File: src/rtl/virtual_ds2431_rom_dispatch.sv
// ROM-command dispatcher for a virtual DS2431 1-Wire slave.
// Decodes the first byte after each bus reset and sequences Read/Match/Skip/Resume ROM.
module virtual_ds2431_rom_dispatch #(
    parameter int unsigned MATCH_LEN = 8
) (
    input  logic        clk,
    input  logic        nRst,
    input  logic [63:0] romID,
    input  logic        busReset,
    input  logic [7:0]  rxDat,
    input  logic        rxValid,
    output logic        readRomTrig,
    input  logic        readRomDone,
    output logic        memSel,
    output logic        resumeFlag,
    output logic [7:0]  romCmd,
    output logic        matchFail
);

    localparam int unsigned IdxW = 3;
    localparam logic [IdxW-1:0] LastIdx = IdxW'(MATCH_LEN - 1);

    localparam logic [7:0] CmdReadRom   = 8'h33;
    localparam logic [7:0] CmdSkipRom   = 8'hCC;
    localparam logic [7:0] CmdMatchRom  = 8'h55;
    localparam logic [7:0] CmdResumeRom = 8'hA5;

    typedef enum logic [2:0] {
        IDLE     = 3'd0,
        ROM_CMD  = 3'd1,
        READ_ROM = 3'd2,
        MATCH    = 3'd3,
        SELECTED = 3'd4,
        HALT     = 3'd5
    } state_t;

    state_t          state;
    state_t          stateNxt;
    logic [IdxW-1:0] byteIdx;
    logic [IdxW-1:0] byteIdxNxt;
    logic            resumeNxt;
    logic [7:0]      romCmdNxt;
    logic            matchFailNxt;
    logic            readRomTrigNxt;
    logic            memSelNxt;
    logic [7:0]      idByte;
    logic            byteHit;

    assign idByte  = romID[{byteIdx, 3'b000} +: 8];
    assign byteHit = (rxDat == idByte);

    // State and output registers
    always_ff @(posedge clk) begin
        if (!nRst) begin
            state       <= IDLE;
            byteIdx     <= '0;
            resumeFlag  <= 1'b0;
            romCmd      <= 8'h00;
            matchFail   <= 1'b0;
            readRomTrig <= 1'b0;
            memSel      <= 1'b0;
        end else begin
            state       <= stateNxt;
            byteIdx     <= byteIdxNxt;
            resumeFlag  <= resumeNxt;
            romCmd      <= romCmdNxt;
            matchFail   <= matchFailNxt;
            readRomTrig <= readRomTrigNxt;
            memSel      <= memSelNxt;
        end
    end

    // Next-state decode; busReset overrides every other event
    always_comb begin
        stateNxt = state;
        if (busReset) begin
            stateNxt = ROM_CMD;
        end else begin
            case (state)
                ROM_CMD: begin
                    if (rxValid) begin
                        case (rxDat)
                            CmdReadRom:   stateNxt = READ_ROM;
                            CmdSkipRom:   stateNxt = SELECTED;
                            CmdMatchRom:  stateNxt = MATCH;
                            CmdResumeRom: stateNxt = resumeFlag ? SELECTED : HALT;
                            default:      stateNxt = HALT;
                        endcase
                    end
                end
                READ_ROM: begin
                    if (readRomDone) stateNxt = SELECTED;
                end
                MATCH: begin
                    if (rxValid) begin
                        if (!byteHit)                stateNxt = HALT;
                        else if (byteIdx == LastIdx) stateNxt = SELECTED;
                    end
                end
                default: stateNxt = state;
            endcase
        end
    end

    // Output / datapath next values
    always_comb begin
        byteIdxNxt     = byteIdx;
        resumeNxt      = resumeFlag;
        romCmdNxt      = romCmd;
        matchFailNxt   = 1'b0;
        readRomTrigNxt = (stateNxt == READ_ROM);
        memSelNxt      = (stateNxt == SELECTED);
        if (busReset) begin
            byteIdxNxt = '0;
        end else begin
            case (state)
                ROM_CMD: begin
                    if (rxValid) begin
                        romCmdNxt  = rxDat;
                        byteIdxNxt = '0;
                        if (rxDat != CmdMatchRom && rxDat != CmdResumeRom) resumeNxt = 1'b0;
                    end
                end
                MATCH: begin
                    if (rxValid) begin
                        if (!byteHit) begin
                            matchFailNxt = 1'b1;
                            resumeNxt    = 1'b0;
                        end else if (byteIdx == LastIdx) begin
                            resumeNxt = 1'b1;
                        end else begin
                            byteIdxNxt = byteIdx + IdxW'(1);
                        end
                    end
                end
                default: byteIdxNxt = byteIdx;
            endcase
        end
    end

endmodule

File: config.mk
export PLATFORM = sky130hd
export DESIGN_NAME = virtual_ds2431_rom_dispatch
export DESIGN_NICKNAME = d
export VERILOG_FILES = /design/src/rtl/virtual_ds2431_rom_dispatch.sv
export SDC_FILE = /design/constraint.sdc
export NUM_CORES = 1
export LEC_CHECK = 0
export ABC_AREA = 1
export ABC_CLOCK_PERIOD_IN_PS = 1700
export CAP_MARGIN = 20
export CORE_AREA = 2 2 75 77
export CTS_BUF_LIST = sky130_fd_sc_hd__clkbuf_4 sky130_fd_sc_hd__clkbuf_8
export DETAILED_ROUTE_END_ITERATION = 8
export DIE_AREA = 0 0 77 79
export PLACE_DENSITY = 0.71
export SKIP_LAST_GASP = 1
export SLEW_MARGIN = 20
export SYNTH_ARGS = -nofsm -noshare
export SYNTH_HDL_FRONTEND = slang
export SYNTH_SLANG_ARGS = --single-unit
File: constraint.sdc
create_clock -name clk -period 1.7 [get_ports clk]
set_clock_uncertainty 0.1 [all_clocks]
set_input_delay 0.255 -clock clk [delete_from_list [all_inputs] [get_ports clk]]
set_output_delay 0.255 -clock clk [all_outputs]
set_load 0.03 [all_outputs]
==> results of run 1 <==
[layout by cell type (no fill, tap or decap), types with 11 or more instances in the layout]
cell	netlist	final
sky130_fd_sc_hd__clkdlybuf4s50_1	0	88
sky130_fd_sc_hd__buf_4	1	35
sky130_fd_sc_hd__nand3_1	54	38
sky130_fd_sc_hd__nand2_1	119	112
sky130_fd_sc_hd__o21ai_0	12	11
sky130_fd_sc_hd__nor2_1	23	23
sky130_fd_sc_hd__inv_1	58	57
sky130_fd_sc_hd__dfxtp_1	18	16
sky130_fd_sc_hd__nand3_2	2	17
sky130_fd_sc_hd__a21oi_1	17	17
[metrics by stage]
step                      std cells  TNS, ns
after floorplan                 342   -0.133
after global placement          530    -3.88
after detailed placement        530    -4.36
after CTS                       534    -1.22
after global routing            535    -3.47
final                           535    -1.78
[state kept, by name, summed over array words and instances, names as in the netlist]
signal	count
matchFail	1
state	3
memSel	1
readRomTrig	1
romCmd	8
byteIdx	3
resumeFlag	1
[power by group through the flow]
stage / Sequential [mW] / Combinational (mW) / Clock (mW)
2_1_floorplan: 0.476 / 0.230 / 0
3_3_place_gp: 0.458 / 0.543 / 0
3_5_place_dp: 0.458 / 0.547 / 0
4_1_cts: 0.448 / 0.572 / 0.376
5_1_grt: 0.449 / 0.649 / 0.393
6_report: 0.447 / 0.590 / 0.368
[per-layer routing]
metal  wire length (um)  vias up
met3                399        5
met5                  0        -
met4                 72        0
met1               3060     1098
li1                   -     1314
met2               3030       94
[what timing repair did]
item	4_1_cts	5_1_grt
gates resized for setup	24	13
setup endpoints to repair	10	15
pin swaps	2	4
buffers inserted	0	1
[worst max-delay path: cells and delay by family (launching register included)]
family	cells	cell delay (ns)
buffers and inverters	3	0.26
DFF	1	0.40
and+or+nand+nor	12	1.09
[cells by family after synthesis]
| kind of cell | share of synthesized area, % |
|---|---|
| buffers and inverters | 18.1 |
| AO/OA/AOI/OAI | 9.36 |
| adder cells (fa/ha/maj) | 1.37 |
| flip-flops | 19.7 |
| AND/OR/NAND/NOR | 51.5 |
[path summary, 6_finish.rpt]
kind,start,cells after the start,end
worst max-delay path,byteIdx[0]$_SDFFE_PP0P_,15,readRomTrig$_SDFF_PN0_
worst min-delay path,resumeFlag$_SDFFE_PN0P_,2,resumeFlag$_SDFFE_PN0P_
worst max register to register,byteIdx[0]$_SDFFE_PP0P_,15,readRomTrig$_SDFF_PN0_
worst min register to register,resumeFlag$_SDFFE_PN0P_,2,resumeFlag$_SDFFE_PN0P_
[layout make-up]
class / instances / area share (%)
Clock buffer: 4 / 1.68
Inverter: 59 / 6.85
Multi-Input combinational cell: 252 / 38.7
Sequential cell: 18 / 11.3
Tap cell: 72 / 2.76
Timing Repair Buffer: 130 / 38.7
==> summary.md, run 1 <==
- 3 — number of buffers added by the clock tree synthesis step
- 19.7% — sequential area share after synthesis
- finished, violations left — status
- flip-flop to flip-flop — type of the setup path with the least slack
- 0 — number of antenna repair diodes
- 18 — sink count of the clock tree
- 0 — max-slew violation count
- 88 — count of input and output buffers
- sky130_fd_sc_hd__clkbuf_8 — Clk Tree Root Cell
- 25 — library cells used by synthesis
- 17.7% — layout cells sized above 1
- 27.0% — Global Route met1 Usage
- 42.0% — logic gate share of total power
- 0 — number of warnings reported in the yosys synthesis log
- 0.440 mW — sw power
- 0 — Hold Buf Count CTS
- flip-flop — Worst Setup Start Kind
- flip-flop to flip-flop — worst min path class
- 2 — clock tree buffer depth
- 0.422 ns — transition time at the pin with the least slew margin
- yes — RSZ-0062 raised after global routing
- 0 — hold violation total from the final report
- 24.4% — fraction of synthesized cell area taken by the top area cell type
- 521 — Layout fillers
- 27 — row count
- 71.6% — Max-Slew Margin vs Limit
- 0.890 — final weighted congestion in routability-driven placement
- 10.7 mm — global-route wire length before repair
- 1.92 ns — post-layout min period
- 34.3% — Initial Util
- 89 — I/O Pins
- 0.40 ns — CP max stage delay
- 421 — synthesized netlist net count
- flip-flop — kind of end point of the critical path
- 2.03 ns — arrival time of data at the critical path endpoint
- 38.1% — fraction of met2 tracks used by global routing
- 520 MHz — Highest Clock Rate
- 77 um — horizontal die dimension
- 3.07% — met3 Use GR
- 3270 um2 — final standard cell area without fillers
- 2511 — number of vias after detailed routing
- 21.3% — Global Route Usage Sum
- 0.463 mV — maximum resistive drop on vdd
- 1.40 mW — total power draw
- 113% — post-route fraction of the period consumed by the critical path
- 96 — number of design-rule violations left by the first detailed-router iteration
- sky130_fd_sc_hd__dfxtp_4 — crit path max-delay cell type
- sky130_fd_sc_hd__nand2_1, sky130_fd_sc_hd__inv_1, sky130_fd_sc_hd__nand3_1, sky130_fd_sc_hd__nor2_1, sky130_fd_sc_hd__dfxtp_1 — leading cell types by count after synthesis
- 3060 um2 — Placed Instance Area
- 10 — Final setup violation count
- 31.8% — portion of total power attributed to sequential cells
- 1.59 nW — leakage
- 61.2% — final core utilization
- 0.964 mW — internal power contribution
- 368 um2 — sequential cell area in the final layout
- 0 — global route total overflow
- negative setup slack — failing checks
- 16 — crit-path max FO
- 4.69 — via density per instance
- 543 — number of nets in the final layout
- sky130_fd_sc_hd__nand2_1 — Top cell by count, worst path
- 6.56 mm — drt total wl
- sky130_fd_sc_hd__dfxtp_1 — Synth Flop Type
- 4.99 mm — post-DP HPWL
- 1.81 ns — worst endpoint required time
- 78.5% — Area growth, synth to finish
- 17 — pin count of the biggest net entering global routing
- 0 — drt drc
- 0 — initial antenna violation count
- 1830 um2 — area of the mapped netlist
- 18 — flop and latch count out of synthesis
- 79 um — die height
- 26.2% — proportion of power drawn by the clock network
- sky130_fd_sc_hd__nand2_1 — area leader, netlist
- -0.224 ns — Worst Slack Setup Final
- 1270 um2 — footprint of the multi-input gates
- 0 — remaining antenna violation count
- 5.35 um2 — synthesized area per cell
- 0.26 ns — clock latency reported for the late side of the worst-skew pair
- inv_4, buf_12, nand2_1, nand3_1, nand3_2, nand2_1, nand2_1, nand2_1, inv_1, nand2_2, nor2_4, nand4_1, nand2_1, nand3_1, nor2_1 — Cell Chain, Critical Path
- 342 — post-synthesis cell count
- 2368 — via count of the first global-routing pass
- 0.07 ns — Clk pin slew, worst setup/hold paths
- 12.3 um — DR WL/cell
- 5340 um2 — area of the core
- met2 — Most Crowded Layer GR
- -0.22 ns — R2R setup slack
- sky130_fd_sc_hd__nand2_1 — most frequent cell after synthesis
- 0.395 ns — final hold slack
- sky130_fd_sc_hd__nand2_1, sky130_fd_sc_hd__dfxtp_1, sky130_fd_sc_hd__nand3_1 — cells taking the most area after synthesis
- 4 — count of TritonRoute iterations in the first routing pass
- 0% — Async S/R FF share, synth
- 31.3% — fraction of power spent switching nets
- -0.432 ns — pre-CTS worst setup slack
- built — clock tree from TritonCTS
- 430 nW/um2 — total power density per cell area
- 6080 um2 — Die Footprint
- 1 — CTS HTree Levels
- 0 — number of synthesized flops with an enable pin
- 0 — max_cap viols
(Power assumes the default switching activity.)
==> run 2, diff against run 1 <==
--- a/config.mk
+++ b/config.mk
@@ -6,10 +6,9 @@
 export NUM_CORES = 1
 export LEC_CHECK = 0
 export ABC_AREA = 1
-export ABC_CLOCK_PERIOD_IN_PS = 1700
 export CAP_MARGIN = 20
 export CORE_AREA = 2 2 75 77
-export CTS_BUF_LIST = sky130_fd_sc_hd__clkbuf_4 sky130_fd_sc_hd__clkbuf_8
+export CTS_BUF_LIST = sky130_fd_sc_hd__clkbuf_8
 export DETAILED_ROUTE_END_ITERATION = 8
 export DIE_AREA = 0 0 77 79
 export PLACE_DENSITY = 0.71
==> results of run 2 <==
Final layout, timing and power as in run 1 (identical DEF).
==> run 3, diff against run 2 <==
--- a/config.mk
+++ b/config.mk
@@ -7,11 +7,11 @@
 export LEC_CHECK = 0
 export ABC_AREA = 1
 export CAP_MARGIN = 20
-export CORE_AREA = 2 2 75 77
+export CORE_AREA = 2 2 67 85
 export CTS_BUF_LIST = sky130_fd_sc_hd__clkbuf_8
 export DETAILED_ROUTE_END_ITERATION = 8
-export DIE_AREA = 0 0 77 79
-export PLACE_DENSITY = 0.71
+export DIE_AREA = 0 0 69 87
+export PLACE_DENSITY = 0.72
 export SKIP_LAST_GASP = 1
 export SLEW_MARGIN = 20
 export SYNTH_ARGS = -nofsm -noshare
==> summary.md, run 3 (synthesis results as in run 1) <==
- finished, violations left — status
- negative setup slack — failing checks
- 1.97 ns — post-layout min period
- -0.271 ns — Worst Slack Setup Final
- 2487 — number of vias after detailed routing
- 2.07 ns — arrival time of data at the critical path endpoint
- readRomTrig$_SDFF_PN0_ — Worst R2R End
- 0.538 mV — maximum resistive drop on vdd
- 8 — max reg flops
- 1 — CTS HTree Levels
- 74.7% — Max-Slew Margin vs Limit
- flip-flop to flip-flop — type of the setup path with the least slack
- 1.80 ns — worst endpoint required time
- 0 — max_cap viols
- 520 — post-route insts no fill
- -2.06 ns — Sum Neg Setup Slack
- 0.377 ns — transition time at the pin with the least slew margin
- 1.57 nW — leakage
- 87 um — die height
- 536 — number of nets in the final layout
- 0 — hold violation total from the final report
- 0 — Hold Buf Count CTS
- 18 — sink count of the clock tree
- 0 — max-slew violation count
- 89 — I/O Pins
- 17 — R2R depth
- 0.25 ns — clock latency reported for the late side of the worst-skew pair
- 116% — post-route fraction of the period consumed by the critical path
- 513 — post-placement cell count
- 0 — drt drc
- -0.27 ns — R2R setup slack
- 4 — count of TritonRoute iterations in the first routing pass
- flip-flop to flip-flop — worst min path class
- 2970 um2 — Placed Instance Area
- 0 — initial antenna violation count
- 6000 um2 — Die Footprint
- yes — RSZ-0062 raised after global routing
- 4.78 — via density per instance
- 10.1 mm — global-route wire length before repair
- sky130_fd_sc_hd__nand2_1 — most common cell after layout, fill and taps aside
- 30 — row count
- 2 — clock tree buffer depth
- flip-flop — Worst Setup Start Kind
- 12 — crit-path max FO
- resumeFlag$_SDFFE_PN0P_ — capture endpoint of the worst hold path
- resumeFlag$_SDFFE_PN0P_ — critical hold path startpoint
- sky130_fd_sc_hd__nand2_1, sky130_fd_sc_hd__clkdlybuf4s50_1, sky130_fd_sc_hd__inv_1 — highest-count cells in the layout ignoring fill and taps
- 0 — number of antenna repair diodes
- 34.8% — Initial Util
- byteIdx[0]$_SDFFE_PP0P_ — launch instance of the worst register-to-register path
- sky130_fd_sc_hd__clkbuf_8 — Clk Tree Root Cell
- 16.9% — layout cells sized above 1
- 2316 — via count of the first global-routing pass
- flip-flop — kind of end point of the critical path
- 0 — remaining antenna violation count
- 3210 um2 — final standard cell area without fillers
- 1.37 mW — total power draw
- 102 — number of design-rule violations left by the first detailed-router iteration
- 12.1 um — DR WL/cell
- 4.76 mm — post-DP HPWL
- built — clock tree from TritonCTS
- 5260 um2 — area of the core
- 511 — Layout fillers
- 0.414 ns — final hold slack
- 428 nW/um2 — total power density per cell area
- 10 — Final setup violation count
- 0 — global route total overflow
- 0.832 — final weighted congestion in routability-driven placement
- 61.0% — final core utilization
- 507 MHz — Highest Clock Rate
- 6.30 mm — drt total wl
- 75.3% — Area growth, synth to finish
- 69 um — horizontal die dimension
- 2 — hold path cells
- -0.374 ns — pre-CTS worst setup slack
- romCmd — Biggest register
- 3 — number of buffers added by the clock tree synthesis step
- 88 — count of input and output buffers
- 0.07 ns — Clk pin slew, worst setup/hold paths
- 29 — pin count of the biggest net entering global routing
- romCmd: 8 flops, byteIdx: 3 flops, state: 3 flops — Regs by FF count
- 19.8% — Global Route Usage Sum
## run 3: cell count changes in the layout (fill, tap and decap cells not counted), sizes merged
cell           previous run  this run
clkbuf                    4         6
dlymetal6s2s              0         1
buf                      42        33
clkdlybuf4s50            88        87
## run 3: worst max-delay path, cell delays in order (launching register included)
cell and delay (ns):
sky130_fd_sc_hd__dfxtp_4 0.41, sky130_fd_sc_hd__inv_4 0.06, sky130_fd_sc_hd__buf_12 0.14, sky130_fd_sc_hd__nand2_1 0.05, sky130_fd_sc_hd__nand3_1 0.09, sky130_fd_sc_hd__nand3_2 0.10, sky130_fd_sc_hd__nand2_1 0.06, sky130_fd_sc_hd__nand2_1 0.05
sky130_fd_sc_hd__nand2_1 0.06, sky130_fd_sc_hd__inv_1 0.06, sky130_fd_sc_hd__nand2_2 0.06, sky130_fd_sc_hd__nor2_4 0.16, sky130_fd_sc_hd__nand3_2 0.09, sky130_fd_sc_hd__nand2_2 0.09, sky130_fd_sc_hd__nand2_2 0.06, sky130_fd_sc_hd__nor2_2 0.12
sky130_fd_sc_hd__nand2_1 0.06, sky130_fd_sc_hd__nor2_1 0.09
## run 3: area by class of cell
type	count	area (um2)	area share, %
clock buffer	4	55.1	1.72
inverter	59	226	7.06
multi-input combinational	252	1260	39.2
sequential	18	365	11.4
tap	64	80.1	2.50
timing repair buffer	123	1220	38.1
## run 3: routing by layer
layer / part of all wire (%) / up-vias / global-route usage, %
met5: 0 / - / 0
met4: 2.0 / 0 / 5.70
met3: 5.7 / 10 / 2.08
met2: 51 / 83 / 36.6
met1: 42 / 1087 / 24.3
li1: - / 1307 / -
## run 3: where the power goes
| part | total [mW] | switching [mW] | internal [mW] |
|---|---|---|---|
| logic | 0.580 | 0.263 | 0.317 |
| registers | 0.448 | 0.0107 | 0.437 |
| clock network | 0.347 | 0.141 | 0.206 |
## run 3: how the worst max path moves through the flow
stage	startpoint	end	slack (ns)	depth (start not counted)
after global routing	byteIdx[0]$_SDFFE_PP0P_	readRomTrig$_SDFF_PN0_	-0.45	17
after global placement	rxDat[3]	readRomTrig$_SDFF_PN0_	-0.37	12
after CTS	byteIdx[0]$_SDFFE_PP0P_	readRomTrig$_SDFF_PN0_	-0.18	16
after floorplan	byteIdx[0]$_SDFFE_PP0P_	byteIdx[0]$_SDFFE_PP0P_	-0.03	16
final	byteIdx[0]$_SDFFE_PP0P_	readRomTrig$_SDFF_PN0_	-0.27	17
after detailed placement	romID[27]	byteIdx[2]$_SDFFE_PP0P_	-0.37	16
## run 3: what timing repair did
action	CTS	global route
endpoints found under the hold margin	0	0
setup endpoints to repair	10	11
pin swaps	2	14
gates cloned	0	2
buffers inserted	0	1
resized for setup	5	29
